$ cat src/rtl/maxnet_engine.sv
// Fixed-point winner-take-all engine: loads N activations, applies lateral
// inhibition once per clock until at most one channel survives. Optional
// iteration limit is compiled in with MAXNET_TIMEOUT_EN.
module maxnet_engine #(
  parameter int N        = 4,
  parameter int WIDTH    = 16,
  parameter int FRAC     = 8,
  parameter int MAX_ITER = 255,
  parameter int CNT_W    = 8
) (
  input  logic                       clk,
  input  logic                       rst,
  input  logic                       start,
  input  logic [WIDTH-1:0]           eps,
  input  logic [N*WIDTH-1:0]         x_in,
  output logic                       busy,
  output logic                       done,
  output logic                       winner_valid,
  output logic [$clog2(N)-1:0]       winner_idx,
  output logic [WIDTH-1:0]           winner_val,
  output logic [CNT_W-1:0]           iter_count,
  output logic                       timeout
);
  localparam int IDX_W  = $clog2(N);
  localparam int SUM_W  = WIDTH + $clog2(N);
  localparam int PROD_W = WIDTH + SUM_W;

  // Handshake: start is a one-cycle request honoured only while busy=0;
  // done stays high until the next accepted start or rst.
  typedef enum logic [1:0] {S_IDLE, S_ITER, S_DONE} state_t;

  state_t             state_q, state_d;
  logic [WIDTH-1:0]   x_q [N];
  logic [WIDTH-1:0]   x_d [N];
  logic [WIDTH-1:0]   x_upd [N];
  logic [WIDTH-1:0]   eps_q, eps_d;
  logic [CNT_W-1:0]   cnt_q, cnt_d;
  logic               wv_q, wv_d;
  logic [IDX_W-1:0]   widx_q, widx_d;
  logic [WIDTH-1:0]   wval_q, wval_d;

  logic [SUM_W-1:0]   total;
  logic [IDX_W:0]     nz_cnt;
  logic [IDX_W-1:0]   sole_idx, max_idx;
  logic [WIDTH-1:0]   sole_val, max_val;
  logic [SUM_W-1:0]   others [N];
  logic [PROD_W-1:0]  p_shr [N];

  generate
    if (CNT_W < $clog2(MAX_ITER + 1)) begin : g_cnt_w_too_small
    end
  endgenerate

  always_comb begin
    total    = '0;
    nz_cnt   = '0;
    sole_idx = '0;
    sole_val = '0;
    max_idx  = '0;
    max_val  = x_q[0];
    for (int i = 0; i < N; i++) begin
      total  = total + SUM_W'(x_q[i]);
      nz_cnt = nz_cnt + {{IDX_W{1'b0}}, (x_q[i] != '0)};
      if (x_q[i] != '0) begin
        sole_idx = IDX_W'(i);
        sole_val = x_q[i];
      end
      // Strict compare keeps the lowest index on equal maxima.
      if (x_q[i] > max_val) begin
        max_idx = IDX_W'(i);
        max_val = x_q[i];
      end
    end
  end

  always_comb begin
    for (int i = 0; i < N; i++) begin
      others[i] = total - SUM_W'(x_q[i]);
      p_shr[i]  = (PROD_W'(eps_q) * PROD_W'(others[i])) >> FRAC;
      x_upd[i]  = (p_shr[i] >= PROD_W'(x_q[i])) ? '0 : x_q[i] - WIDTH'(p_shr[i]);
    end
  end

`ifdef MAXNET_TIMEOUT_EN
  logic to_q, to_d;
`endif

  always_comb begin
    state_d = state_q;
    x_d     = x_q;
    eps_d   = eps_q;
    cnt_d   = cnt_q;
    wv_d    = wv_q;
    widx_d  = widx_q;
    wval_d  = wval_q;
`ifdef MAXNET_TIMEOUT_EN
    to_d    = to_q;
`endif
    case (state_q)
      S_IDLE, S_DONE: begin
        if (start) begin
          for (int i = 0; i < N; i++) x_d[i] = x_in[i*WIDTH +: WIDTH];
          eps_d   = eps;
          cnt_d   = '0;
          wv_d    = 1'b0;
          widx_d  = '0;
          wval_d  = '0;
`ifdef MAXNET_TIMEOUT_EN
          to_d    = 1'b0;
`endif
          state_d = S_ITER;
        end
      end
      S_ITER: begin
        if (nz_cnt <= (IDX_W+1)'(1)) begin
          state_d = S_DONE;
          wv_d    = (nz_cnt == (IDX_W+1)'(1));
          widx_d  = sole_idx;
          wval_d  = sole_val;
        end
`ifdef MAXNET_TIMEOUT_EN
        else if (cnt_q == CNT_W'(MAX_ITER)) begin
          state_d = S_DONE;
          to_d    = 1'b1;
          wv_d    = 1'b0;
          widx_d  = max_idx;
          wval_d  = max_val;
        end
`endif
        else begin
          x_d   = x_upd;
          cnt_d = cnt_q + CNT_W'(1);
        end
      end
      default: state_d = S_IDLE;
    endcase
  end

  always_ff @(posedge clk) begin
    if (rst) begin
      state_q <= S_IDLE;
      for (int i = 0; i < N; i++) x_q[i] <= '0;
      eps_q   <= '0;
      cnt_q   <= '0;
      wv_q    <= 1'b0;
      widx_q  <= '0;
      wval_q  <= '0;
    end else begin
      state_q <= state_d;
      x_q     <= x_d;
      eps_q   <= eps_d;
      cnt_q   <= cnt_d;
      wv_q    <= wv_d;
      widx_q  <= widx_d;
      wval_q  <= wval_d;
    end
  end

`ifdef MAXNET_TIMEOUT_EN
  always_ff @(posedge clk) begin
    if (rst) to_q <= 1'b0;
    else     to_q <= to_d;
  end
  assign timeout = to_q;
`else
  assign timeout = 1'b0;
`endif

  assign busy         = (state_q == S_ITER);
  assign done         = (state_q == S_DONE);
  assign winner_valid = wv_q;
  assign winner_idx   = widx_q;
  assign winner_val   = wval_q;
  assign iter_count   = cnt_q;
endmodule
$ cat config.mk
export PLATFORM = sky130hd
export DESIGN_NAME = maxnet_engine
export DESIGN_NICKNAME = d
export VERILOG_FILES = /design/src/rtl/maxnet_engine.sv
export SDC_FILE = /design/constraint.sdc
export NUM_CORES = 2
export LEC_CHECK = 0
export CAP_MARGIN = 5
export CORE_MARGIN = 1
export CORE_UTILIZATION = 45
export DETAILED_ROUTE_END_ITERATION = 16
export GPL_TIMING_DRIVEN = 1
export PLACE_DENSITY = 0.63
export SLEW_MARGIN = 20
export SYNTH_ARGS = -nofsm -noshare
export SYNTH_HDL_FRONTEND = slang
export SYNTH_SLANG_ARGS = --single-unit
$ cat constraint.sdc
create_clock -name clk -period 13.7 [get_ports clk]
set_input_delay 2.74 -clock clk [delete_from_list [all_inputs] [get_ports clk]]
set_output_delay 2.74 -clock clk [all_outputs]
set_load 0.05 [all_outputs]
# Yosys cells after proc, flatten, opt, wreduce, memory -nomap -nowiden
# Index checks and enable logic that the tools add are counted.
[word_totals]
ff_bits = 109
in_bits = 83
output_inout_bits = 30
elab_cells = 80
[op_classes]
n_addsub = 15
n_mul = 4
order_cmp = 5
n_eq_ne = 6
mux = 29
reduce_logical = 11
[op_table]
columns = ["op", "n"]
rows = [
  ["$mux W16", 10],
  ["$mul A16 B18 Y34", 4],
  ["$mux W64", 2],
  ["$pmux W64 S2", 1],
  ["$ge A26 B16 Y1", 4],
  ["$sub A18 B16 Y18", 4],
  ["$reduce_bool A16 Y1", 4],
  ["$sub A16 B16 Y16", 4],
  ["$pmux W16 S2", 1],
  ["$add A17 B16 Y18", 1],
  ["$add A18 B16 Y18", 1],
  ["$add A16 B16 Y17", 1],
  ["$mux W8", 2],
  ["$pmux W8 S2", 1],
  ["$mux W2", 6],
  ["$add A8 B1 Y8 const B", 1],
  ["$pmux W2 S2", 2],
  ["$reduce_and A3 Y1", 2],
  ["$ne A2 B2 Y1 const B", 2],
  ["$reduce_and A2 Y1", 2],
  ["$add A2 B1 Y3", 1],
  ["$add A3 B1 Y3", 1],
  ["$eq A3 B1 Y1 const B", 1],
  ["$le A3 B1 Y1 const B", 1],
  ["9 further kinds", 11],
]

# Logic depth before layout (Yosys ltp)
[depth]
depth_word = 9
depth_mapped = 56
mapped_depth_nobuf = 55

# Worst setup path before layout
# Ideal clock, no wire load.
[synth_timing]
kind = "flip-flop to flip-flop"
from = "register x_q[1] (netlist bit)"
to = "register x_q[10] (netlist bit)"
setup_time_ns = 0.083
arrival_time_ns = 12.063
required_time_ns = 13.617
path_slack_ns = 1.555
stages_incl_launch_ff = 56
n_path_buf = 1
period_less_slack_ns = 12.145
cell_sequence = "dfxtp_1 > inv_1 > fa_1 > fa_1 > inv_1 > ha_1 > inv_1 > fa_1 > nor2b_1 > o21ai_0 > a21boi_1 > o21a_1 > o21ai_0 > nand2b_1 > a21oi_1 > xnor2_1 > ha_1 > a21o_1 > [20 not listed] > nor2b_1 > nor3_1 > a21oi_1 > a31oi_1 > inv_1 > a21oi_1 > nor2b_1 > nor2_1 > xnor2_1 > ha_1 > and4_1 > a211oi_1 > a211oi_1 > a21oi_1 > nand4_1 > nor4_4 > nand4b_1 > o22ai_1"
[synth_between]
elab_chain_cells = 7
word_cells_on_any_way = 13
classes_between = "add/sub: 4; mul: 1; order compare: 2; eq/ne: 1; mux: 3; reduce/logical: 2"
[synth_rtl]
columns = ["element", "line", "source"]
rows = [
  ["start: declaration", "33", "logic [WIDTH-1:0] x_q [N];"],
  ["start signal: assignment", "150", "x_q <= x_d;"],
  ["$add A18 B16 Y18", "62", "total = total + SUM_W'(x_q[i]);"],
  ["$sub A18 B16 Y18", "78", "others[i] = total - SUM_W'(x_q[i]);"],
  ["$mul A16 B18 Y34", "79", "p_shr[i] = (PROD_W'(eps_q) * PROD_W'(others[i])) >> FRAC;"],
  ["$ge A26 B16 Y1 / $sub A16 B16 Y16 (equally long branches)", "80", "x_upd[i] = (p_shr[i] >= PROD_W'(x_q[i])) ? '0 : x_q[i] - WIDTH'(p_shr[i]);"],
  ["$mux W16", "80", ""],
  ["$mux W64", "115", "if (nz_cnt <= (IDX_W+1)'(1)) begin"],
  ["$pmux W64 S2", "99", "case (state_q)"],
]
# Several ways; a longest one is shown, not always the timed one. The select of a mux whose other input is x is not followed.
# A chain may end at the register's enable or synchronous reset.

# Worst setup path after layout
[layout_timing]
from = "register x_q[17] (netlist bit)"
to = "register x_q[57] (netlist bit)"
[layout_between]
elab_chain_cells = 8
word_cells_on_any_way = 15
classes_between = "add/sub: 6; mul: 1; order compare: 2; eq/ne: 1; mux: 3; reduce/logical: 2"
[layout_rtl]
columns = ["element", "line"]
rows = [
  ["$add A17 B16 Y18", "62"],
  ["$add A18 B16 Y18", "62"],
  ["$sub A18 B16 Y18", "78"],
  ["$mul A16 B18 Y34", "79"],
  ["$ge A26 B16 Y1 / $sub A16 B16 Y16 (equally long branches)", "80"],
  ["$mux W16", "80"],
  ["$mux W64", "115"],
  ["$pmux W64 S2", "99"],
]
# Several ways; a longest one is shown, not always the timed one. The select of a mux whose other input is x is not followed.

==> metrics.md <==
| Metric | Value |
|---|---|
| Critical path type | flop to flop |
| Post-Layout Inst Area | 52980 um^2 |
| Asr flop ratio synth | 0% |
| Fill cells | around 11k |
| Final setup fails | 0 |
| Clock buffer depth | 2 |
| Layout Cells excl Fill | 7330 |
| CORE AREA | 109000 um^2 |
| Overall Global Routing Usage | 28.73% |
| Crit Path Max Fanout | 15 |
| Slew @ Worst Pin | 1.093 ns |
| Register area share after synthesis | 4.404% |
| Vias per inst | 5.527 |
| Slew headroom | between 20% and 30% |
| Residual DRC | 0 |
| Crit path launch type | flop |
| Yosys warning total | 0 |
| Total die area | 111400 um^2 |
| Mapped cell area | 49550 um^2 |
| Most frequent CP cell | fa_1 |
| Total gr overflow | 0 |
| Synth top area cells | fa_1 37%, ha_1 16%, inv_1 9.6%, nand2_1 6.3%, and2_1 5.0% |
| Flops & latches, synth | approximately 110 |
| Min Tclk post-route | approximately 13 ns |
| Final nets | 7539 |
| Number of global-route vias before repair | 41.34k |
| Clock transition at path regs | roughly 0.12 ns |
| Yosys cell types | 80 |
| Clock latency on the worst-skew pair | about 0.43 ns |
| Worst hold path class | flop to flop |
| Area Growth Syn to Fin | 6.940% |
| Initial Util | 45.45% |
| Initial drt markers | 3249 |
| Max-slew violation count | 0 |
| CTS tree | yes |
| TNS Setup | 0 ns |
| Die Span Y | about 330 um |
| Crit end category | flop |
| F_max | about 77 MHz |
| Pre-antenna DRT Iters | 6 |
| Status | finished clean |
| Post-synth EDFFs | 0 |
| Largest delay share family, worst path | adder cells |
| CTS root buf | clkbuf_16 |
| Die width | 333.8 um |
| CTS H-tree lvls | 3 |
| Clock sink count | roughly 110 |
| Inst Count DP | 7312 |
| Syn avg cell area | 8.391 um^2 |
| Share of the synthesized area in the top cell type | 37.37% |
| Fin. Hold Viols | 0 |
| Largest net degree at the start of global routing | 77 |
| Mapped Cells | 5905 |
| CP Data Required Time | 14.04 ns |
| Slowest cell on the critical path | or4_1 |
| Mapped Nets | approximately 7.5k |
| Post-DR wirelength/cell | 21.30 um |
| Row count | around 120 |
| Final period util | a little over nine tenths |
| Placed Instance Area | 52620 um^2 |
| CP bufs+invs | 9 |
| Top_reg_cell synth | dfxtp_1 |
| Final WS setup | ~0.69 ns |
| DR vias | 40.51k |
| Final antenna-violating net count | 0 |
| Global-route wire length before repair | 246.0 mm |
| IO Pins | 113 |
| Placement Setup Slack | between 0.5 and 0.6 ns |
| Layout cells sized above 1 | 3.753% |
| DRT Wirelength | 156.1 mm |
| GPL Wtd Cong | ~1.0 |
| Total CTS buffers | 9 |
| Crit path DAT | 13.35 ns |
| Post-synth top area cell | fa_1 |
| Max cap viols | 0 |
| Final Skew | 0.02458 ns |
| DP HPWL | roughly 130 mm |
| Initial antenna violation count | 3 |
| Hold-fix buffers, CTS | 0 |
| Slowest stage delay, CP | 0.59 ns |
| IO Port Bufs | 111 |
-- path summary, 6_finish.rpt --
check / startpoint / to / slack [ns] / cells past startpoint
max: x_q[17] / x_q[57] / 0.69 / 51
max reg2reg: x_q[17] / x_q[57] / 0.69 / 51
min reg2reg: winner_valid / winner_valid / 0.49 / 2
min: winner_valid / winner_valid / 0.49 / 2
-- per-layer routing --
metal	global-route usage [%]	part of all wire [%]	up-vias	wire length, um
li1	-	-	18279	-
met1	41.19	44	20441	69150
met2	44.43	44	1590	68680
met3	6.054	9.4	198	14680
met4	6.159	2.3	4	3588
met5	0	0.018	-	28
-- timing repair --
| item | CTS | global route |
|---|---|---|
| setup endpoints to repair | 0 | 49 |
| gates resized for setup | 0 | 16 |
| buffers inserted | 0 | 1 |
| endpoints found under the hold margin | 0 | 0 |
-- sequential cells by signal, indices dropped and copies added (netlist names) --
signal	cells
state_q	2
eps_q	16
winner_val	16
winner_idx	2
x_q	64
winner_valid	1
iter_count	8
-- through the flow --
stage	hold WS, ns	util, %
2_1_floorplan	0.5542	-
3_3_place_gp	0.4721	48.25
3_5_place_dp	0.4746	48.28
4_1_cts	0.4897	48.57
5_1_grt	0.5006	48.61
6_report	0.4911	48.61
-- layout make-up --
type | instances | area (um^2) | share of cell area [%]
flip-flops and latches | 109 | 2206 | 4.163
clock inverters | 7 | 93.84 | 0.1771
multi-input cells | 4275 | 41760 | 78.81
inverters | 1261 | 4733 | 8.933
well taps | 1414 | 1769 | 3.339
diodes | 1 | 2.502 | 0.004723
clock buffers | 9 | 225.2 | 0.4251
repair buffers | 254 | 2198 | 4.149
-- layout by cell type, fill, tap and decap left out, drive strengths merged, types with 15 or more instances in the layout --
master	Yosys	layout
clkdlybuf4s50	0	110
xnor2	137	137
nor2	157	157
nand3	54	54
fa	925	925
a211oi	37	37
nand2	836	836
a31oi	18	18
nand2b	31	31
o211ai	15	15
xor2	70	70
o21a	37	37
nor4	21	21
dfxtp	109	109
o2bb2ai	45	45
a21o	89	89
buf	13	144
ha	621	621
and2	393	393
inv	1261	1265
a21oi	240	240
o21bai	23	23
nor2b	82	82
a22oi	53	53
nand4	41	41
nor3	62	62
and3	17	17
o21ai	110	110
-- cell usage after synthesis, drive strengths merged (23+ instances only) --
cell type / n
a22oi: 53
o2bb2ai: 45
nor3: 62
nand4: 41
nand3: 54
nand2: 836
inv: 1261
o21a: 37
a21oi: 240
xnor2: 137
nor2: 157
o21bai: 23
a211oi: 37
ha: 621
clkbuf: 247
o21ai: 110
nand2b: 31
xor2: 70
dfxtp: 109
fa: 925
and2: 393
nor2b: 82
a21o: 89
-- tightest hold or removal path, delay by kind of cell, from the launching register on --
family	cells	cell delay (ns)
flip-flops	1	0.33
AND/OR/NAND/NOR	1	0.06
AO/OA/AOI/OAI	1	0.05
-- logic make-up after synthesis --
logic type	synth area share, %
flops	4.404
buf+inv	11.54
compound gates	10.32
xor+xnor	3.674
other cells	0.007569
mux	0.1844
fa+ha+maj	53.06
simple gates	16.81
Power is not shown: default switching activity piles up to over one toggle a cycle in this logic, so the estimate is an artifact.
